===== config.mk =====
export PLATFORM = sky130hd
export DESIGN_NAME = d2_useq_ctrl
export DESIGN_NICKNAME = d
export VERILOG_FILES = /design/src/rtl/d2_useq_ctrl.sv
export SDC_FILE = /design/constraint.sdc
export NUM_CORES = 1
export LEC_CHECK = 0
export ABC_CLOCK_PERIOD_IN_PS = 4650
export CAP_MARGIN = 20
export CELL_PAD_IN_SITES_DETAIL_PLACEMENT = 1
export CELL_PAD_IN_SITES_GLOBAL_PLACEMENT = 2
export CORE_ASPECT_RATIO = 0.9
export CORE_MARGIN = 5
export CORE_UTILIZATION = 23
export CTS_CLUSTER_SIZE = 16
export DETAILED_ROUTE_END_ITERATION = 16
export PLACE_DENSITY = 0.95
export SYNTH_ARGS = -nofsm -noshare
export SYNTH_HDL_FRONTEND = slang
export SYNTH_SLANG_ARGS = --single-unit

===== constraint.sdc =====
create_clock -name clk -period 4.65 [get_ports clk]
set_clock_uncertainty 0.2 [all_clocks]
set_input_delay 0.93 -clock clk [delete_from_list [all_inputs] [get_ports clk]]
set_output_delay 0.93 -clock clk [all_outputs]
set_load 0.02 [all_outputs]

===== src/rtl/d2_useq_ctrl.sv =====
// d2_useq_ctrl: decode-stage-2 micro-sequencer.
//
// Each cycle it picks the next control-store address from one of three sources:
// the D1 decode address, the next-uop field of the current uop, or the
// interrupt vector. It also owns the D1->D2 accept handshake (de_ready) and the
// D2->AG valid/stall handshake (d2_valid / ag_stall).
//
// Optional build macro: USEQ_PERF_CNT_EN adds the perf_instr_cnt and
// perf_uop_cnt outputs.
//
// Ports:
//   clk, reset           clock; synchronous active-low reset
//   de_valid, decode_address, opcode_size_in, de_ready   D1 handshake
//   cs_next_addr, cs_ucode_end                           control-store feedback
//   int_pending, int_vector_addr, int_ack                interrupt entry
//   ag_stall, flush                                      downstream control
//   cs_addr, cs_opcode_size, cs_addr_sel, d2_valid,
//   uop_idx, in_int_seq                                  issued uop
//   useq_overrun                                         sticky overrun flag
//
// State table:
//   IDLE         | no valid uop on cs_addr
//   ACTIVE_INSTR | cs_addr holds a uop of a decoded instruction
//   ACTIVE_INT   | cs_addr holds a uop of an interrupt sequence
module d2_useq_ctrl #(
    parameter int ADDR_W   = 8,
    parameter int MAX_UOPS = 8,
    parameter int CNT_W    = 4
) (
    input  logic              clk,
    input  logic              reset,
    input  logic              de_valid,
    input  logic [ADDR_W-1:0] decode_address,
    input  logic              opcode_size_in,
    output logic              de_ready,
    input  logic [ADDR_W-1:0] cs_next_addr,
    input  logic              cs_ucode_end,
    input  logic              int_pending,
    input  logic [ADDR_W-1:0] int_vector_addr,
    output logic              int_ack,
    input  logic              ag_stall,
    input  logic              flush,
    output logic [ADDR_W-1:0] cs_addr,
    output logic              cs_opcode_size,
    output logic [1:0]        cs_addr_sel,
    output logic              d2_valid,
    output logic [CNT_W-1:0]  uop_idx,
    output logic              in_int_seq,
`ifdef USEQ_PERF_CNT_EN
    output logic [31:0]       perf_instr_cnt,
    output logic [31:0]       perf_uop_cnt,
`endif
    output logic              useq_overrun
);

    typedef enum logic [1:0] {
        IDLE         = 2'b00,
        ACTIVE_INSTR = 2'b01,
        ACTIVE_INT   = 2'b10
    } state_t;

    localparam logic [1:0] SEL_DECODE = 2'b00;
    localparam logic [1:0] SEL_NEXT   = 2'b01;
    localparam logic [1:0] SEL_INT    = 2'b10;

    state_t            state, state_nxt;
    logic [ADDR_W-1:0] addr_nxt;
    logic              opsz_nxt;
    logic [1:0]        sel_nxt;
    logic [CNT_W-1:0]  idx_nxt;
    logic              overrun_nxt;

    logic advance, mid_seq, at_limit, seq_go, overrun_hit;
    logic take_int, take_instr;

    assign d2_valid   = (state != IDLE);
    assign in_int_seq = (state == ACTIVE_INT);

    assign advance  = !ag_stall || !d2_valid;
    assign mid_seq  = d2_valid && !cs_ucode_end;
    assign at_limit = (uop_idx == CNT_W'(MAX_UOPS - 1));
    // A sequence that has hit the uop limit is treated as ended, so the
    // boundary rules (interrupt / new instruction / idle) take over.
    assign seq_go      = mid_seq && !at_limit;
    assign overrun_hit = !flush && advance && mid_seq && at_limit;
    assign take_int    = !flush && advance && !seq_go && int_pending;
    assign take_instr  = !flush && advance && !seq_go && !int_pending && de_valid;

    // Gated with reset so nothing is accepted or acknowledged while held in reset.
    assign de_ready = reset && take_instr;
    assign int_ack  = reset && take_int;

    always_comb begin
        state_nxt   = state;
        addr_nxt    = cs_addr;
        opsz_nxt    = cs_opcode_size;
        sel_nxt     = cs_addr_sel;
        idx_nxt     = uop_idx;
        overrun_nxt = useq_overrun || overrun_hit;
        if (flush) begin
            state_nxt = IDLE;
            idx_nxt   = '0;
        end else if (!advance) begin
            state_nxt = state;
        end else if (seq_go) begin
            addr_nxt = cs_next_addr;
            sel_nxt  = SEL_NEXT;
            idx_nxt  = uop_idx + CNT_W'(1);
        end else if (int_pending) begin
            state_nxt = ACTIVE_INT;
            addr_nxt  = int_vector_addr;
            sel_nxt   = SEL_INT;
            idx_nxt   = '0;
        end else if (de_valid) begin
            state_nxt = ACTIVE_INSTR;
            addr_nxt  = decode_address;
            opsz_nxt  = opcode_size_in;
            sel_nxt   = SEL_DECODE;
            idx_nxt   = '0;
        end else begin
            state_nxt = IDLE;
        end
    end

    always_ff @(posedge clk) begin
        if (!reset) begin
            state          <= IDLE;
            cs_addr        <= '0;
            cs_opcode_size <= 1'b0;
            cs_addr_sel    <= 2'b00;
            uop_idx        <= '0;
            useq_overrun   <= 1'b0;
        end else begin
            state          <= state_nxt;
            cs_addr        <= addr_nxt;
            cs_opcode_size <= opsz_nxt;
            cs_addr_sel    <= sel_nxt;
            uop_idx        <= idx_nxt;
            useq_overrun   <= overrun_nxt;
        end
    end

`ifdef USEQ_PERF_CNT_EN
    always_ff @(posedge clk) begin
        if (!reset) begin
            perf_instr_cnt <= '0;
            perf_uop_cnt   <= '0;
        end else begin
            if (take_instr)
                perf_instr_cnt <= perf_instr_cnt + 32'd1;
            if (d2_valid && !ag_stall)
                perf_uop_cnt <= perf_uop_cnt + 32'd1;
        end
    end
`endif

endmodule


Yosys cells after proc, flatten, opt, wreduce, memory -nomap -nowiden
Cells that the tools add are included.
{ "classes": {"eq_ne": 2, "div_mod_pow": 0, "shift": 0, "order_cmp": 0, "n_mul": 0, "n_addsub": 1, "bitwise": 4, "mux": 11, "n_reduce_logical": 27} }
{ "op_table": {"columns": ["op", "n"], "rows": [
  ["$mux W8", 3],
  ["$mux W4", 3],
  ["$logic_and A1 B1 Y1", 11],
  ["$mux W2", 4],
  ["$logic_not A1 Y1", 7],
  ["$reduce_and A5 Y1", 1],
  ["$add A4 B1 Y4 const B", 1],
  ["$eq A4 B3 Y1 const B", 1],
  ["$not A1 Y1", 4],
  ["$reduce_and A2 Y1", 2],
  ["$reduce_and A3 Y1", 1],
  ["$reduce_bool A3 Y1", 1],
  ["$eq A2 B2 Y1 const B", 1],
  ["$logic_or A1 B1 Y1", 2],
  ["$reduce_bool A2 Y1", 1],
  ["$reduce_or A2 Y1", 1],
  ["$mux W1", 1]
]} }
{ "word_totals": {"inputBits": 32, "regBits": 18, "romBits": 0, "memories": 0, "ramBits": 0, "latchBits": 0, "output_inout_bits": 20, "wordCells": 51} }

Depth between registers and ports, before layout
{ "logic_depth": {"depth_word": 8, "mapped_depth": 6} }

Least setup slack after synthesis
OpenSTA, ideal clock, no wires.
{ "synth_timing": {"kind": "input-to-output", "from": "input port int_pending", "to": "output port int_ack", "arrival_ns": 1.975, "path_stages": 3, "n_path_buf": 1, "path_slack_ns": 1.545, "cell_sequence": "buf_1 > nand2_1 > nor3_1"} }
{ "synth_between": {"elab_chain_cells": 2} }
{ "synth_rtl": {"columns": ["element", "line", "source"], "rows": [
  ["start: declaration", "38", "input logic int_pending,"],
  ["$logic_and A1 B1 Y1", "86", "assign take_int = !flush && advance && !seq_go && int_pending;"],
  ["$logic_and A1 B1 Y1", "91", "assign int_ack = reset && take_int;"],
  ["end: declaration", "40", "output logic int_ack,"]
]} }
Every way passes these cells.

Worst setup path in the final report
{ "layout_timing": {"from": "input port cs_ucode_end", "to": "output port de_ready"} }
{ "layout_between": {"elab_chain_cells": 8} }
{ "layout_rtl": {"columns": ["element", "line", "source"], "rows": [
  ["start: declaration", "37", "input logic cs_ucode_end,"],
  ["$logic_not A1 Y1", "80", "assign mid_seq = d2_valid && !cs_ucode_end;"],
  ["$logic_and A1 B1 Y1", "80", null],
  ["$logic_and A1 B1 Y1", "84", "assign seq_go = mid_seq && !at_limit;"],
  ["$logic_not A1 Y1", "87", "assign take_instr = !flush && advance && !seq_go && !int_pending && de_valid;"],
  ["$logic_and A1 B1 Y1 (3 in series)", "87", null],
  ["$logic_and A1 B1 Y1", "90", "assign de_ready = reset && take_instr;"],
  ["end: declaration", "35", "output logic de_ready,"]
]} }
Every way passes these cells.

==> out/qor.yml <==
via_per_inst: 4.995
cp-end-kind: "primary output"
insertion_delay_ns: 0.26
worstPathArrival_ns: 2.90
r2r_cells: 5
start_kind: "input port"
relSlewSlack_pct: 30.01
worstMarginPinSlew_ns: 1.044
pwr-share-seq_pct: 44.1
crit_slowest_cell: "clkdlybuf4s50_1"
swShare_pct: 26.95
drv_slew: 0
p_total_uw: 380.2
synth_area_um2: 998.5
netlist_instances: 113
ys_ff_latch: 18
setup_violations: 0
antennaDiodeCount: 0
drtPass1Iterations: 4
drtIter0Drc: 25
fin_nets: 198
syn_avg_cell_area_um2: 8.836
wl_per_cell_um: 15.77
final_util_pct: 39.00
hold_class: "reg -> reg"
dp_hpwl_um: 2637
cp_max_fo: 10
grt-ovfl-total: 0
seqCellArea_um2: 360.3
cts-root-buf: "clkbuf_8"
io_pins: 52
fill_cells: 482
ant_nets: 0
ctsResizeCount: 0
period_needed_ns: 4.026
cp_num_buf_inv: 2
timing_hold_violations_final: 0
cp_top_family: "buffers and inverters"
grt_pass1_wl_um: 5395
fin_crit_sh_pct: 86.57
syn_nets: 146
grt_util_all_layers_pct: 11.78
vias: 1054
tns_ns: 0
grt_max_degree: 25
worstPathCellList: "clkdlybuf4s50_1, o21ba_2, nand2b_1, and4b_1, and2_1, clkdlybuf4s50_1"
clock_path_buffers: 2
grt_setup_unrepaired: "no"
numCtsBuffers: 3
dpl_worst_slack_ns: 0.6171
max_freq_mhz: 248.4
clock_sinks: 18
cts_hold_buf: 0
yosysSeqAreaShare_pct: 36.09
multi_input_area_um2: 615.6
status: "finished, final reports clean"
port-buffer-count: 51
synth_cell_types: 30
rows: 22
drt-total-wl_um: 3327
postCtsSetupRepairBufs: 0
ir_drop_v: 0.0001059
clockPowerShare_pct: 28.8
yosysWarnings: 0
grt_pass1_vias: 1097
drc: 0
gp_congestion: 0.8474
required_ns: 3.52
p_sw_uw: 102.4
die_x_um: 79.45
p_per_area_nw_per_um2: 236.1
stdcell_count: 211
p_int_uw: 277.7
clk_pin_slew_ns: 0.06
drive_above_1_share_pct: 8.589
worst_slack_ns: 0.6245
slowest_delay_ns: 0.60
numPlacedInstances: 208
critPathKind: "in -> out"
fp.dieH_um: 72.51
path_common_cell: "clkdlybuf4s50_1"
coreArea_um2: 4129
antenna_found_initial: 0
max_cap_viol_count: 0
cts_tree: "yes"
htreeDepth: 1
cp.depth: 6
power_frac_comb_pct: 27.1
leakagePower_nw: 0.6201
die_area_um2: 5761
hold_depth: 2
synthToLayoutAreaGrowth_pct: 61.28
start_util_pct: 24.18
## registers in the layout, indices dropped and copies added (netlist names)
register	count
cs_opcode_size	1
state	2
useq_overrun	1
cs_addr_sel	2
cs_addr	8
uop_idx	4
## synthesized netlist by cell type
library cell	n	share of area [%]
nand2b_1	2	1.3
o21ba_2	1	1.0
or2_2	1	0.63
nand3_1	2	1.0
nor3_1	2	1.0
o211ai_1	8	6.0
buf_2	1	0.50
a31oi_1	2	1.3
a21oi_1	2	1.0
o21bai_1	2	1.5
buf_1	1	0.38
and3b_4	1	1.3
or4b_1	1	1.0
a31o_2	3	2.6
o21ai_0	9	4.5
a22oi_1	1	0.75
nand2_1	15	5.6
o32a_4	1	2.3
ha_1	1	1.3
nor2b_1	3	1.9
o21a_1	1	0.75
mux2i_1	18	18
nand4b_1	1	0.88
and3_1	1	0.63
clkbuf_1	5	1.9
o31ai_1	1	0.75
dfxtp_1	18	36
and4b_1	1	1.0
and2_1	1	0.63
nor2_1	7	2.6
## final timing paths
kind / start / endpoint / slack (ns)
worst max-delay path: cs_ucode_end / de_ready / 0.62
worst min-delay path: cs_opcode_size / cs_opcode_size / 0.26
worst max register to register: uop_idx[0] / cs_addr[4] / 2.18
worst min register to register: cs_opcode_size / cs_opcode_size / 0.26
## kinds of logic after synthesis
| family | synth area share (%) |
|---|---|
| flops | 36.09 |
| compound gates | 22.43 |
| mux | 18.04 |
| buf+inv | 2.756 |
| fa+ha+maj | 1.253 |
| simple gates | 19.42 |
## worst register-to-register path, stage by stage, from the launching register on
cell and delay, ns:
dfxtp_1 0.41, ha_1 0.22, and3b_4 0.32, nor2_1 0.11, o31ai_2 0.84, mux2i_1 0.29
## placed cells by master, fill, tap and decap left out
cell | netlist | layout
clkdlybuf4s50_1 | 0 | 51
mux2i_1 | 18 | 18
dfxtp_1 | 18 | 18
nand2_1 | 15 | 15
o21ai_0 | 9 | 9
o211ai_1 | 8 | 8
nor2_1 | 7 | 7
nor2b_1 | 3 | 3
a31o_2 | 3 | 3
clkbuf_8 | 0 | 3
buf_4 | 0 | 3
nand2b_1 | 2 | 2
o21bai_1 | 2 | 2
nor3_1 | 2 | 2
a21oi_1 | 2 | 2
nand3_1 | 2 | 2
a31oi_1 | 2 | 2
o21a_1 | 1 | 1
and3b_4 | 1 | 1
o21ba_2 | 1 | 1
and4b_1 | 1 | 1
and2_1 | 1 | 1
or2_2 | 1 | 1
o31ai_2 | 0 | 1
and3_1 | 1 | 1
o32a_4 | 1 | 1
or4b_1 | 1 | 1
a22oi_1 | 1 | 1
nand4b_1 | 1 | 1
ha_1 | 1 | 1
## power groups by stage
stage,Clock [mW],Sequential (mW),Combinational [mW]
after floorplan,0,0.179,0.0389
after global placement,0,0.170,0.102
after detailed placement,0,0.171,0.104
after CTS,0.113,0.167,0.105
after global routing,0.119,0.169,0.112
final,0.110,0.167,0.103
## layer usage
| metal | vias up | wire length [um] | track usage (%) | part of all wire, % |
|---|---|---|---|---|
| met4 | 0 | 33 | 2.863 | 0.99 |
| met3 | 4 | 169 | 2.978 | 5.1 |
| li1 | 518 | - | - | - |
| met1 | 506 | 1354 | 13.41 | 41 |
| met2 | 26 | 1769 | 21.87 | 53 |
| met5 | - | 0 | 0 | 0 |
## final cells by class
type,count,area share [%]
Clock buffer,3,2.564
Timing Repair Buffer,54,33.10
Sequential cell,18,22.38
Multi-Input combinational cell,88,38.23
Tap cell,48,3.730
## through the flow
step | instance area, um^2 | hold WS, ns
after floorplan | 998.5 | 0.2775
after global placement | 1569 | 0.2445
after detailed placement | 1569 | 0.2530
after CTS | 1610 | 0.2677
after global routing | 1610 | 0.2948
final | 1610 | 0.2608
Power figures use the tool's default switching activity.
